**config.mk**
```make
export PLATFORM = sky130hd
export DESIGN_NAME = ysyx_22050710_mem_arbiter
export DESIGN_NICKNAME = d
export VERILOG_FILES = /design/src/rtl/ysyx_22050710_mem_arbiter.sv
export SDC_FILE = /design/constraint.sdc
export NUM_CORES = 1
export LEC_CHECK = 0
export CAP_MARGIN = 10
export CORE_AREA = 3 3 208 210
export CTS_CLUSTER_DIAMETER = 50
export DETAILED_ROUTE_END_ITERATION = 7
export DIE_AREA = 0 0 211 213
export HOLD_SLACK_MARGIN = 0.06
export PLACE_DENSITY = 0.55
export REMOVE_ABC_BUFFERS = 1
export SETUP_SLACK_MARGIN = 0.15
export SKIP_CTS_REPAIR_TIMING = 1
export SYNTH_ARGS = -nofsm -noshare
export SYNTH_HDL_FRONTEND = slang
export SYNTH_SLANG_ARGS = --single-unit
```
**constraint.sdc**
```tcl
create_clock -name i_clk -period 6.1 [get_ports i_clk]
set_input_delay 1.525 -clock i_clk [delete_from_list [all_inputs] [get_ports i_clk]]
set_output_delay 1.525 -clock i_clk [all_outputs]
set_load 0.01 [all_outputs]
```
**src/rtl/ysyx_22050710_mem_arbiter.sv**
```systemverilog
// Round-robin arbiter sharing one memory port between the IFU and the LSU.
// One transaction in flight at a time: IDLE picks a requester, REQ drives memory, WAIT routes the response.
module ysyx_22050710_mem_arbiter #(
  parameter int ADDR_W = 64,
  parameter int DATA_W = 64
) (
  input  logic                  i_clk,
  input  logic                  i_rst,
  input  logic                  i_ifu_req,
  input  logic [ADDR_W-1:0]     i_ifu_addr,
  output logic                  o_ifu_gnt,
  output logic                  o_ifu_rvalid,
  output logic [DATA_W-1:0]     o_ifu_rdata,
  input  logic                  i_lsu_req,
  input  logic                  i_lsu_we,
  input  logic [ADDR_W-1:0]     i_lsu_addr,
  input  logic [DATA_W-1:0]     i_lsu_wdata,
  input  logic [DATA_W/8-1:0]   i_lsu_wmask,
  output logic                  o_lsu_gnt,
  output logic                  o_lsu_rvalid,
  output logic [DATA_W-1:0]     o_lsu_rdata,
  output logic                  o_mem_req,
  output logic                  o_mem_we,
  output logic [ADDR_W-1:0]     o_mem_addr,
  output logic [DATA_W-1:0]     o_mem_wdata,
  output logic [DATA_W/8-1:0]   o_mem_wmask,
  input  logic                  i_mem_gnt,
  input  logic                  i_mem_rvalid,
  input  logic [DATA_W-1:0]     i_mem_rdata,
  output logic                  o_proto_err,
  output logic [1:0]            o_dbg_state
);

  localparam int MASK_W = DATA_W / 8;

  // Handshakes: requester holds req+payload until its gnt pulse; memory request
  // completes on o_mem_req & i_mem_gnt; each rvalid is a single-cycle pulse.
  typedef enum logic [1:0] {
    IDLE = 2'd0,
    REQ  = 2'd1,
    WAIT = 2'd2
  } state_t;

  state_t              state;
  logic                owner;
  logic                rr_last;
  logic                we_q;
  logic [ADDR_W-1:0]   addr_q;
  logic [DATA_W-1:0]   wdata_q;
  logic [MASK_W-1:0]   wmask_q;
  logic                proto_err_q;

  logic sel_valid;
  logic sel_lsu;
  logic in_idle;
  logic resp;

  // On a tie the side that did not win last time is chosen.
  assign sel_valid = i_ifu_req | i_lsu_req;
  assign sel_lsu   = i_lsu_req & (~i_ifu_req | ~rr_last);
  assign in_idle   = (state == IDLE) & ~i_rst;
  assign resp      = (state == WAIT) & i_mem_rvalid;

  assign o_ifu_gnt    = in_idle & i_ifu_req & ~sel_lsu;
  assign o_lsu_gnt    = in_idle & sel_lsu;
  assign o_ifu_rvalid = resp & ~owner;
  assign o_lsu_rvalid = resp & owner;
  assign o_ifu_rdata  = i_mem_rdata;
  assign o_lsu_rdata  = i_mem_rdata;

  assign o_mem_req   = (state == REQ);
  assign o_mem_we    = o_mem_req & we_q;
  assign o_mem_addr  = o_mem_req ? addr_q  : '0;
  assign o_mem_wdata = o_mem_req ? wdata_q : '0;
  assign o_mem_wmask = o_mem_req ? wmask_q : '0;

  assign o_proto_err = proto_err_q;
  assign o_dbg_state = state;

  always_ff @(posedge i_clk or posedge i_rst) begin
    if (i_rst) begin
      state       <= IDLE;
      owner       <= 1'b0;
      rr_last     <= 1'b1;
      we_q        <= 1'b0;
      addr_q      <= '0;
      wdata_q     <= '0;
      wmask_q     <= '0;
      proto_err_q <= 1'b0;
    end else begin
      // A response outside WAIT is dropped but remembered until reset.
      if (i_mem_rvalid && state != WAIT) begin
        proto_err_q <= 1'b1;
      end
      case (state)
        IDLE: begin
          if (sel_valid) begin
            owner   <= sel_lsu;
            rr_last <= sel_lsu;
            we_q    <= sel_lsu & i_lsu_we;
            addr_q  <= sel_lsu ? i_lsu_addr : i_ifu_addr;
            wdata_q <= sel_lsu ? i_lsu_wdata : '0;
            wmask_q <= sel_lsu ? i_lsu_wmask : '0;
            state   <= REQ;
          end
        end
        REQ: begin
          if (i_mem_gnt) begin
            state <= WAIT;
          end
        end
        WAIT: begin
          if (i_mem_rvalid) begin
            state <= IDLE;
          end
        end
        default: state <= IDLE;
      endcase
    end
  end

endmodule

```
Yosys cells after proc, flatten, opt, wreduce, memory -nomap -nowiden
Index checks and enable logic that the tools add are counted.

Equality and inequality tests: 6. Multiplexer cells: 10. Bitwise operators: 17. Reduce and logical (&&, ||, !) cells: 4.

Operators with widths (number): two-way mux 64 bit (4); two-way mux 8 bit (2); AND 1 bit (10); two-way mux 2 bit (3); inequality test 2 bit (second input constant) (3); one-hot mux 2 bit (3 select lines) (1); NOT 1 bit (5); AND reduction 3 bit (1); == test 2 x 1 -> 1 bit (second input constant) (1); == test 2 bit (second input constant) (1); zero test 2 bit (1); inequality test 2 x 1 -> 1 bit (second input constant) (1); bitwise OR 1 bit (2); AND reduction 2 bit (1); logical AND 1 bit (1).

Register bits after elaboration: 142. Input port bits: 271. Output and inout bits: 273. Word-level logic and storage cells: 45.

Depth between registers and ports, before layout
Depth after elaboration: 5. Mapped depth: 5. Gate-level depth less buffers: 3.

Worst setup path before layout
OpenSTA, ideal clock, no wires.

Kind: in2out. Start point: in i_rst. End point: out o_ifu_gnt. Data arrival time: 5085 ps. Required time: 4575 ps. Setup slack: -510 ps. Stages: 2. Path buffers: 0. Path through: inv_1 > and4_1.

Cells in the longest elaborated chain, start to end: 4.

Ends and longest elaborated chain: from (decl) (line 8) `input logic i_rst,`; NOT 1 bit (line 61) `assign in_idle = (state == IDLE) & ~i_rst;`; AND 1 bit (line 61); AND 1 bit (2 in a row) (line 64) `assign o_ifu_gnt = in_idle & i_ifu_req & ~sel_lsu;`; to (decl) (line 11) `output logic o_ifu_gnt,`.

Every way passes these cells.

Final worst setup path
Start point: in i_ifu_req. End point: out o_ifu_gnt.

Cells in the longest elaborated chain, start to end: 5. Elaborated cells between the ends (all ways): 6. Those cells by class: bitwise: 6.

Ends and longest elaborated chain: from (decl) (line 9) `input logic i_ifu_req,`; NOT 1 bit (line 60) `assign sel_lsu = i_lsu_req & (~i_ifu_req | ~rr_last);`; bitwise OR 1 bit (line 60); AND 1 bit (line 60); NOT 1 bit (line 64); AND 1 bit * (line 64).

Every way passes the cells marked *; elsewhere a longest branch is shown, timed or not.

==> impl_metrics.toml <==
[status]
status = "complete, no violations"

[clock_network]
clkSinkCount = 142
cts.clk_slew.worst_paths_ns = 0.06
cts_tree = "yes"
numCtsBuffers = 17
insertion_delay_ns = 0.43
cts_buffer_depth = 2
cts_root_buf = "clkbuf_16"
htreeDepth = 4

[timing]
hold_violations = 0
min_period_ns = 4.68
hold_ws_ns = 0.454
fin_crit_sh_pct = 76.8
slew_violations = 0
tightest_slew_ns = 0.899
maxSlewHeadroom_pct = 40.1
fin_setup_tns_ns = 0
final.setup_skew_ns = 0.00649
rsz0062_at_grt = "no"
fmax_ghz = 0.214
setup_violations = 0

[synthesis]
netlist_area_sq_mm = 0.00782
ys_seq_area_share_pct = 45.5
synthTopCellsByArea = "dfrtp_1 (45%), mux2_2 (13%), buf_4 (13%)"
synth_edf_count = 0
syn_area_per_cell_sq_um = 11.6
syn_inst = 673
yosysWarningCount = 0
ys_async_sr_fraction_pct = 100
ys_ff_latch = 142
netlist_top_cells_count = "dfrtp_1 (141), and2_1 (137), buf_4 (133)"
yosysTopAreaCellShare_pct = 45.1
yosys.cell_count.top_type = "dfrtp_1"
synthFlopType = "dfrtp_1"
synth_area_leader_cell = "dfrtp_1"
synth_cell_types = 24

[cells_and_area]
fin_util_pct = 27.6
layout-drive-gt1-share_pct = 15.3
num_antenna_cells = 0
fillers = 4390
area_delta_synth_final_pct = 47.4
fin_nets = 1148

[die]
core.rowCount = 75
die_height_microns = 213
chipWidth_microns = 211
initial_core_util_pct = 18.7
die_area_sq_mm = 0.0449
ios = 544
design.core.area_sq_mm = 0.0418

[setup_path]
crit_path_end_kind = "output port"
crit_start = "i_ifu_req"
timing.rr.start = "rr_last"
crit_required_ns = 4.58
critPathKind = "input pin to output port"
cp_max_fo = 15
worstPathArrival_ns = 3.16
setup.worst_path.start_class = "input pin"

[routing]
drt_first_iter_violations = 212
drt_wl_total_microns = 34200
highest_layer = "met5"
route.met3.wl_microns = 6870
wl_met2_microns = 12500
antenna_left = 0
drcViolationCount = 0
wl_met1_microns = 14200
drt-vias-per-instance = 4.09
vias = 5839
drtPass1Iterations = 4
drt-wirelength-per-cell_microns = 23.9

[place]
dp_hpwl_microns = 26100
io_buffers = 351
place_congestion = 0.701

[worst_hold_path]
hold_class = "register to register"
min_from = "o_proto_err"

[global_route]
grt_start_max_net_pins = 141
overflow = 0
grt_pass1_vias = 6310
antenna_found_initial = 0
grt_pass1_wl_microns = 47800
grt_usage_pct = 15.1

[power_and_ir_drop]
ir_drop_v = 0.000245
p_per_area_mw_per_mm2 = 424
cellLeakagePower_nw = 4.65
design_power_total_mw = 4.88

[run]
cap_violations = 0
final cells by class:
type	count	area [sq um]	area share [%]
Clock buffer	18	439	3.81
Multi-Input combinational cell	357	3090	26.8
Timing Repair Buffer	358	3580	31.1
Clock inverter	14	181	1.57
Tap cell	539	674	5.85
Sequential cell	142	3550	30.8
Inverter	1	8.76	0.0760
cells by family after synthesis:
kind of cell           count (synthesis)  share of synthesized area (%)
buffers and inverters                174                           15.4
AND/OR/NAND/NOR                      150                           11.9
flip-flops                           142                           45.5
multiplexers                         128                           18.4
AO/OA/AOI/OAI                         79                           8.72
sequential cells by signal (all words and copies together) (netlist names):
signal,flops
o_dbg_state,2
owner,1
addr_q,64
wmask_q,8
rr_last,1
we_q,1
o_proto_err,1
wdata_q,64
metrics by stage:
stage / instances / setup WS [ns] / area [sq um]
floorplan: 500 / -1.59 / 6620
global placement: 1397 / 1.42 / 10900
detailed placement: 1397 / 1.40 / 10900
CTS: 1429 / 1.40 / 11500
global route: 1429 / 1.35 / 11500
finish: 1429 / 1.42 / 11500
power by group:
part,switching (mW),internal [mW],total [mW]
Combinational,0.983,1.27,2.25
Clock,0.446,0.662,1.11
Sequential,0.187,1.33,1.52
worst max-delay path: stages:
cell	delay, ns
clkdlybuf4s50_1	0.58
a21bo_4	0.30
and4_1	0.22
clkdlybuf4s50_1	0.53
layer usage:
| layer | up-vias | global-route usage (%) |
|---|---|---|
| li1 | 2577 | - |
| met2 | 438 | 19.3 |
| met5 | - | 6.68 |
| met4 | 12 | 2.96 |
| met3 | 30 | 14.7 |
| met1 | 2782 | 17.5 |
cell usage in the layout, fill, tap and decap left out:
master,n
a21bo_4,1
a21o_1,3
a22o_1,73
and2_1,137
and4_1,1
and4b_1,1
buf_12,1
buf_4,6
bufinv_16,3
clkbuf_16,17
clkbuf_8,1
clkdlybuf4s50_1,351
clkinv_4,2
clkinvlp_4,4
dfrtp_1,141
dfstp_2,1
inv_6,6
mux2_1,38
mux2_2,90
nand2_1,2
nand2b_1,2
nor2_1,2
nor2b_4,1
nor3_1,1
nor3_2,1
nor3b_1,1
o21ai_0,1
o21ai_4,1
or2_2,1
final timing paths:
check / cells past startpoint / end / slack [ns]
max in group asynchronous: 3 / wdata_q[55] / 3.46
min in group asynchronous: 2 / addr_q[60] / 1.48
hold / removal: 1 / o_proto_err / 0.45
hold reg to reg: 1 / o_proto_err / 0.45
setup / recovery: 4 / o_ifu_gnt / 1.42
setup reg to reg: 5 / wdata_q[29] / 3.71
Power figures use the tool's default switching activity.
